[src/rtl/select_1xn_if.sv]
// select_1xn_if: sample/frame bus between the result producer (master)
// and the round-robin channel selector (slave).
//   start, latency_in, in           : producer -> selector
//   out, wea, addr, busy, done,
//   ovf_cnt                         : selector -> channel memories / status
interface select_1xn_if #(
   parameter int unsigned INT_BITS  = 20,
   parameter int unsigned N_CH      = 2,
   parameter int unsigned ADDR_BITS = 10
);
   logic                 start;
   logic                 latency_in;
   logic [INT_BITS-1:0]  in;
   logic [INT_BITS-1:0]  out;
   logic [N_CH-1:0]      wea;
   logic [ADDR_BITS-1:0] addr;
   logic                 busy;
   logic                 done;
   logic [7:0]           ovf_cnt;

   modport master (
      output start, latency_in, in,
      input  out, wea, addr, busy, done, ovf_cnt
   );

   modport slave (
      input  start, latency_in, in,
      output out, wea, addr, busy, done, ovf_cnt
   );
endinterface

[src/rtl/select_1xn.sv]
// select_1xn: captures one sample per rising edge of latency_in and deals
// the samples round-robin over N_CH channels, producing a one-hot write
// enable and per-channel address for parallel BRAM ports. Frames hold
// N_CH*DEPTH samples and are armed by start.
// Ports:
//   clk    : rising-edge clock
//   reset  : synchronous, active-high
//   bus    : select_1xn_if.slave (start, latency_in, in -> out, wea, addr,
//            busy, done, ovf_cnt)
// Optional feature: define SELECT_1XN_OVERFLOW_CNT_EN to count strobes
// dropped while FULL (saturating at 255); otherwise ovf_cnt is tied to 0.
module select_1xn #(
   parameter int unsigned INT_BITS  = 20,
   parameter int unsigned N_CH      = 2,
   parameter int unsigned DEPTH     = 1024,
   parameter int unsigned ADDR_BITS = 10
) (
   input logic        clk,
   input logic        reset,
   select_1xn_if.slave bus
);
   localparam int unsigned CH_BITS = (N_CH > 1) ? $clog2(N_CH) : 1;

   typedef enum logic [1:0] {IDLE, RUN, FULL} state_t;

   state_t               state;
   logic                 lat_d;
   logic [CH_BITS-1:0]   ch;
   logic [ADDR_BITS-1:0] idx;
   logic [INT_BITS-1:0]  out_q;
   logic [N_CH-1:0]      wea_q;
   logic [ADDR_BITS-1:0] addr_q;
   logic                 busy_q;
   logic                 done_q;
   logic                 strobe_c;
   logic                 last_c;

   // Rising edge of the strobe level; a held-high level captures once.
   assign strobe_c = bus.latency_in & ~lat_d;

   // Current capture writes the final sample of the frame.
   assign last_c = (ch == CH_BITS'(N_CH - 1)) && (idx == ADDR_BITS'(DEPTH - 1));

`ifdef SELECT_1XN_OVERFLOW_CNT_EN
   logic [7:0] ovf_q;
`endif

   // Frame FSM, channel/index counters and registered outputs.
   always_ff @(posedge clk) begin
      if (reset) begin
         state  <= IDLE;
         lat_d  <= 1'b0;
         ch     <= '0;
         idx    <= '0;
         out_q  <= '0;
         wea_q  <= '0;
         addr_q <= '0;
         busy_q <= 1'b0;
         done_q <= 1'b0;
`ifdef SELECT_1XN_OVERFLOW_CNT_EN
         ovf_q  <= '0;
`endif
      end else begin
         lat_d  <= bus.latency_in;
         wea_q  <= '0;
         done_q <= 1'b0;
         case (state)
            IDLE: begin
               if (bus.start) begin
                  state  <= RUN;
                  ch     <= '0;
                  idx    <= '0;
                  busy_q <= 1'b1;
`ifdef SELECT_1XN_OVERFLOW_CNT_EN
                  ovf_q  <= '0;
`endif
               end
            end
            RUN: begin
               if (strobe_c) begin
                  out_q  <= bus.in;
                  wea_q  <= N_CH'(1) << ch;
                  addr_q <= idx;
                  if (last_c) begin
                     state  <= FULL;
                     busy_q <= 1'b0;
                     done_q <= 1'b1;
                  end else if (ch == CH_BITS'(N_CH - 1)) begin
                     ch  <= '0;
                     idx <= idx + ADDR_BITS'(1);
                  end else begin
                     ch <= ch + CH_BITS'(1);
                  end
               end
            end
            FULL: begin
               // start takes priority over a same-edge strobe
               if (bus.start) begin
                  state  <= RUN;
                  ch     <= '0;
                  idx    <= '0;
                  busy_q <= 1'b1;
`ifdef SELECT_1XN_OVERFLOW_CNT_EN
                  ovf_q  <= '0;
`endif
               end
`ifdef SELECT_1XN_OVERFLOW_CNT_EN
               else if (strobe_c && (ovf_q != 8'hFF)) begin
                  ovf_q <= ovf_q + 8'd1;
               end
`endif
            end
            default: begin
               state  <= IDLE;
               busy_q <= 1'b0;
            end
         endcase
      end
   end

   assign bus.out  = out_q;
   assign bus.wea  = wea_q;
   assign bus.addr = addr_q;
   assign bus.busy = busy_q;
   assign bus.done = done_q;

`ifdef SELECT_1XN_OVERFLOW_CNT_EN
   assign bus.ovf_cnt = ovf_q;
`else
   assign bus.ovf_cnt = 8'd0;
`endif

endmodule

[src/flat_wrapper.sv]
// flat-port wrapper written by rule: the top's interface ports become plain ports
module select_1xn_flat 
#(
   parameter int unsigned INT_BITS  = 20,
   parameter int unsigned N_CH      = 2,
   parameter int unsigned DEPTH     = 1024,
   parameter int unsigned ADDR_BITS = 10
)
  (clk, reset, bus_start, bus_latency_in, bus_in, bus_out, bus_wea, bus_addr, bus_busy, bus_done, bus_ovf_cnt);
  select_1xn_if #(.INT_BITS(INT_BITS), .N_CH(N_CH), .ADDR_BITS(ADDR_BITS)) bus_i ();
  input logic clk;
  input logic reset;
  input wire logic [$bits(bus_i.start)-1:0] bus_start;
  input wire logic [$bits(bus_i.latency_in)-1:0] bus_latency_in;
  input wire logic [$bits(bus_i.in)-1:0] bus_in;
  output wire logic [$bits(bus_i.out)-1:0] bus_out;
  output wire logic [$bits(bus_i.wea)-1:0] bus_wea;
  output wire logic [$bits(bus_i.addr)-1:0] bus_addr;
  output wire logic [$bits(bus_i.busy)-1:0] bus_busy;
  output wire logic [$bits(bus_i.done)-1:0] bus_done;
  output wire logic [$bits(bus_i.ovf_cnt)-1:0] bus_ovf_cnt;
  assign bus_i.start = bus_start;
  assign bus_i.latency_in = bus_latency_in;
  assign bus_i.in = bus_in;
  assign bus_out = bus_i.out;
  assign bus_wea = bus_i.wea;
  assign bus_addr = bus_i.addr;
  assign bus_busy = bus_i.busy;
  assign bus_done = bus_i.done;
  assign bus_ovf_cnt = bus_i.ovf_cnt;
  select_1xn #(.INT_BITS(INT_BITS), .N_CH(N_CH), .DEPTH(DEPTH), .ADDR_BITS(ADDR_BITS)) u_core (.clk(clk), .reset(reset), .bus(bus_i));
endmodule
[config.mk]
export PLATFORM = sky130hd
export DESIGN_NAME = select_1xn_flat
export DESIGN_NICKNAME = d
export VERILOG_FILES = /design/src/rtl/select_1xn_if.sv /design/src/rtl/select_1xn.sv /design/src/flat_wrapper.sv
export SDC_FILE = /design/constraint.sdc
export NUM_CORES = 1
export LEC_CHECK = 0
export CAP_MARGIN = 20
export CORE_MARGIN = 2
export CORE_UTILIZATION = 49
export DETAILED_ROUTE_END_ITERATION = 12
export PLACE_DENSITY = 0.85
export SETUP_SLACK_MARGIN = 0.2
export SLEW_MARGIN = 20
export SYNTH_ARGS = -nofsm -noshare
export SYNTH_HDL_FRONTEND = slang
export SYNTH_SLANG_ARGS = --single-unit
[constraint.sdc]
create_clock -name clk -period 4.78 [get_ports clk]
set_input_delay 0.478 -clock clk [delete_from_list [all_inputs] [get_ports clk]]
set_output_delay 0.478 -clock clk [all_outputs]
set_load 0.1 [all_outputs]
======== After elaboration in Yosys (flattened, before gate mapping) ========
Cells that the tools add are included.
word-level totals
  input bits .............................. 24
  output and inout bits ................... 42
  word-level logic and storage cells ...... 52
  flip-flop bits (word level) ............. 48
operators by class
  bitwise logic cells ..................... 4
  muxes and demuxes ....................... 19
  shifts and indexed selects .............. 1
  reductions and logical operators ........ 9
  add/sub/neg operators ................... 2
  equal/unequal tests ..................... 8
operators with widths
  kind                                                  number
  2-to-1 mux 10 bit                                     4
  one-hot mux 10 bit (2 select lines)                   1
  adder 10 x 1 -> 10 bit (second input constant)        1
  equality test 10 bit (second input constant)          1
  2-to-1 mux 1 bit                                      8
  != test 2 x 1 -> 1 bit (second input constant)        4
  2-to-1 mux 2 bit                                      3
  AND reduction 5 bit                                   1
  one-hot mux 1 bit (2 select lines)                    2
  one-hot mux 2 bit (2 select lines)                    1
  AND reduction 4 bit                                   1
  inverter 1 bit                                        3
  AND reduction 3 bit                                   1
  OR reduction 3 bit                                    1
  equality test 2 x 1 -> 1 bit (second input constant)  1
  equality test 2 bit (second input constant)           1
  zero test 2 bit                                       1
  != test 2 bit (second input constant)                 1
  AND reduction 2 bit                                   1
  nonzero test 2 bit                                    1
  OR reduction 2 bit                                    1
  left shift 1 x 1 -> 2 bit (first input constant)      1
  adder 1 bit (second input constant)                   1
  bitwise AND 1 bit                                     1
  logical AND 1 bit                                     1

======== Longest topological paths before layout ========
  depth after elaboration ................. 5
  mapped depth ............................ 5
  gate-level depth less buffers ........... 5

======== Least setup slack after synthesis ========
No wires, ideal clock.
  path type ............................... register -> register
  start point ............................. register u_core.idx[0]
  end point ............................... register u_core.idx[7]
  data required time ...................... 4.692 ns
  stages on the path, launching flop included .. 6
  buffers on the path ..................... 0
  period minus slack after synthesis ...... 1.731 ns
  setup time .............................. 0.088 ns
  setup slack ............................. 3.049 ns
  data arrival time ....................... 1.643 ns
  path through ............................ dfxtp_1 -> ha_1 -> nand3_4 -> or4_4 -> and3_1 -> o32ai_2
on the way
  cells in the longest elaborated chain, start to end .. 5
  elaborated cells on any way between the ends .. 9
  classes of those cells .................. add/sub (1); eq/ne (2); mux (4); reduce/logical (2)
RTL lines
  what                                 RTL line          text
  start: declaration                   select_1xn.sv:29  logic [ADDR_BITS-1:0] idx;
  start signal: assignment             select_1xn.sv:90  idx <= idx + ADDR_BITS'(1);
  adder 10 x 1 -> 10 bit               select_1xn.sv:90
  2-to-1 mux 10 bit                    select_1xn.sv:88  end else if (ch == CH_BITS'(N_CH - 1)) begin
  2-to-1 mux 10 bit                    select_1xn.sv:84  if (last_c) begin
  2-to-1 mux 10 bit                    select_1xn.sv:80  if (strobe_c) begin
  one-hot mux 10 bit (2 select lines)  select_1xn.sv:67  case (state)
Several ways; a longest one is shown, not always the timed one. The select of a mux whose other input is x is not followed.
A chain may end at the register's enable or synchronous reset.

======== Worst setup path after layout ========
  start point ............................. register u_core.state[0]
  end point ............................... register u_core.idx[3]
on the way
  cells in the longest elaborated chain, start to end .. 4
  elaborated cells on any way between the ends .. 11
  classes of those cells .................. eq/ne (6); mux (1); reduce/logical (4)
RTL lines
  what                                                                           RTL line          text
  start: declaration                                                             select_1xn.sv:26  state_t state;
  start signal: assignment                                                       select_1xn.sv:51  state <= IDLE;
  start signal: assignment                                                       select_1xn.sv:70  state <= RUN;
  start signal: assignment                                                       select_1xn.sv:85  state <= FULL;
  equality test 2 bit or zero test 2 bit (tied branches)                         select_1xn.sv:67
  OR reduction 2 bit (no source line)                                            n/a
  != test 2 x 1 -> 1 bit (no source line) or nonzero test 2 bit (tied branches)  n/a
  AND reduction 5 bit (no source line)                                           n/a
Several ways; a longest one is shown, not always the timed one.

==> impl_metrics.csv <==
group,metric,value,unit
logic_synthesis,synth-edff-count,0,
global_route,busiest_layer,"met2",
placement,dp_cells,330,
logic_synthesis,syn-cell-area,1990,sq um
logic_synthesis,synth_area_leaders,"dfxtp_1 48%, nand2_1 12%, a21oi_1 8.3%",
logic_synthesis,synth_cell_types,41,
layout,multi_input_area,922,sq um
die,num_io_pins,66,
drt,dr.pass1.iters,6,
global_route,grt_pass1_wl,6.92,mm
global_route,antenna_found_initial,0,
global_route,use_met1,24.4,%
worst_setup_path,slowest_stage,"dfxtp_1",
timing,slew_viol_final,0,
placement,gp_congestion,0.861,
logic_synthesis,synthArstFlopShare,0,%
cts,path_clk_slew,0.08,ns
hold_path,hold_class,"flop to flop",
worst_setup_path,crit_type,"flop to flop",
global_route,grt_pass1_vias,1540,
global_route,grt.total_usage,19.7,%
placement,dpl_cell_area,2540,sq um
drt,num_vias,1791,
drt,drcViolationCount,0,
drt,avgRoutedWirePerCell,12.9,um
placement,dp_hpwl,2.92,mm
worst_setup_path,cp-end-kind,"flop",
worst_setup_path,crit_chain,"and4bb_1 > a21oi_2 > or4_1 > a211oi_2",
timing,fin_crit,2.28,ns
timing,relSlewSlack,33.6,%
placement,port_buffers,57,
pwr,leakagePower,0.888,nW
timing,clock_skew,0.00685,ns
logic_synthesis,ys_ff_latch,48,
layout,n_antenna_cell,0,
die,core,3970,sq um
logic_synthesis,synth_largest_area_cell,"dfxtp_1",
logic_synthesis,yosys_warnings,0,
layout,final_common_cell,"nand2_1",
logic_synthesis,yosysSeqAreaShare,48.2,%
logic_synthesis,syn_inst,237,
timing,hold_violations,0,
logic_synthesis,synth.top_cell.area_share,48.2,%
timing,tightestPinTransition,0.992,ns
timing,final.period_utilization,47.7,%
layout,sequential_cell_area,961,sq um
timing,finalSetupViolCount,0,
worst_setup_path,crit_arrival,2.49,ns
drt,wl,4.36,mm
drt,drt-initial-drc-count,97,
pwr,p_comb_share,18.9,%
cts,clock_sinks,48,
layout,design_area,2620,sq um
status,outcome,"finished, final reports clean",
layout,layout_common_cells,"62 x nand2_1, 56 x clkdlybuf4s50_1, 48 x dfxtp_1, 33 x a21oi_1, 8 x conb_1",
pwr,vdd_drop_max,0.000201,V
cts,clockRootBuffer,"clkbuf_8",
pwr,p_sw,242,uW
pwr,power_density,301,nW/um^2
die,die_h,67.8,um
timing,whs,0.455,ns
logic_synthesis,synthFlopType,"dfxtp_1",
worst_setup_path,worstPathRequired,4.99,ns
drt,avgViaCountPerCell,5.31,
cts,htree_levels,2,
layout,drive_gt1_share,5.57,%
pwr,p_seq_share,52.8,%
global_route,overflow,0,
layout,finalNonFillerCells,337,
pwr,power.share.switching,30.7,%
pwr,power,788,uW
layout,fin_util,65.9,%
timing,worst_slack,2.50,ns
cts,postCtsHoldBufs,0,
global_route,grt_start_max_net_pins,49,
layout,nFillCells,354,
cts,cts_buffer_depth,2,
timing,tns,0,ns
cts,cts_tree,"yes",
cts,post_cts.repair.setup_buffers,0,
job,drv_cap,0,
pwr,clockPowerShare,28.3,%
cts,cts-resized-gates,0,
global_route,met2_usage,33.0,%
layout,syn_to_final_growth,31.3,%
die,start_util,50.2,%
timing,rsz0062_at_grt,"no",
pwr,intPower,546,uW
die,die_x,67.8,um
placement,place_ws,2.19,ns
cts,clk_latency,0.30,ns
global_route,use_met3,4.50,%
worst_setup_path,cp_slowest_stage_delay,0.61,ns
cts,numCtsBuffers,5,
timing,clock.fmax,438,MHz
layout,fin_nets,312,
worst_setup_path,path_max_fanout,16,
die,fp.dieArea,4600,sq um
worst_setup_path,start_kind,"flop",
logic_synthesis,syn_avg_cell_area,8.42,sq um
drt,drtAntennaViolNets,0,
die,fp-row-count,23,
cell usage after synthesis, types with 2 or more instances:
cell / instances
a211oi_1: 2
clkbuf_1: 12
and3_1: 2
nor3_1: 2
buf_4: 9
a21oi_1: 33
nand3_1: 3
or3_1: 3
nand4_1: 4
inv_1: 6
and2_1: 2
o21a_1: 2
or4_1: 4
nor2b_1: 4
o41ai_1: 2
nor2_1: 4
o311ai_0: 3
nand2b_1: 3
dfxtp_1: 48
o32ai_1: 2
nand2_1: 62
o21ai_0: 5
o31ai_1: 2
path summary, 6_finish.rpt:
check | end | cells after the start | startpoint | slack, ns
setup reg to reg | u_core.idx[3]$_SDFFE_PP0P_ | 4 | u_core.state[0]$_SDFFE_PP0P_ | 2.50
setup / recovery | u_core.idx[3]$_SDFFE_PP0P_ | 4 | u_core.state[0]$_SDFFE_PP0P_ | 2.50
hold reg to reg | u_core.bus.addr[1]$_SDFFE_PP0P_ | 2 | u_core.bus.addr[1]$_SDFFE_PP0P_ | 0.46
hold / removal | u_core.bus.addr[1]$_SDFFE_PP0P_ | 2 | u_core.bus.addr[1]$_SDFFE_PP0P_ | 0.46
power by group through the flow:
stage | clock (mW) | combinational, mW | sequential, mW
floorplan | 0 | 0.0666 | 0.473
global placement | 0 | 0.148 | 0.425
detailed placement | 0 | 0.149 | 0.425
CTS | 0.228 | 0.149 | 0.416
global route | 0.245 | 0.157 | 0.417
finish | 0.223 | 0.149 | 0.416
metal layers:
metal,vias to the layer above,share of wire (%)
met5,-,0
met3,7,5.0
met4,0,1.5
li1,906,-
met1,826,44
met2,52,50
final cells by class:
class	instances	area share (%)
Clock buffer	6	2.77
Clock inverter	1	0.191
Inverter	6	0.860
Multi-Input combinational cell	168	35.2
Sequential cell	48	36.7
Tap cell	50	2.39
Timing Repair Buffer	58	21.9
flip-flops by register name, indices dropped and copies added (netlist names):
name / count
u_core.bus.addr: 10
u_core.bus.busy: 1
u_core.bus.done: 1
u_core.bus.out: 20
u_core.bus.wea: 2
u_core.ch: 1
u_core.idx: 10
u_core.lat_d: 1
u_core.state: 2
logic make-up after synthesis:
kind of cell | after synthesis | share of synthesized area (%)
buffers and inverters | 28 | 7.03
other | 1 | 0.188
DFF | 48 | 48.2
adders and majority gates | 1 | 0.627
and+or+nand+nor | 99 | 24.9
AOI/OAI and AO/OA | 60 | 19.1
worst max-delay path: cells and delay by family, from the launching register on:
family | cells | cell delay (ns)
AOI/OAI and AO/OA | 2 | 0.43
DFF | 1 | 0.61
and+or+nand+nor | 2 | 1.15
(Power assumes the default switching activity.)
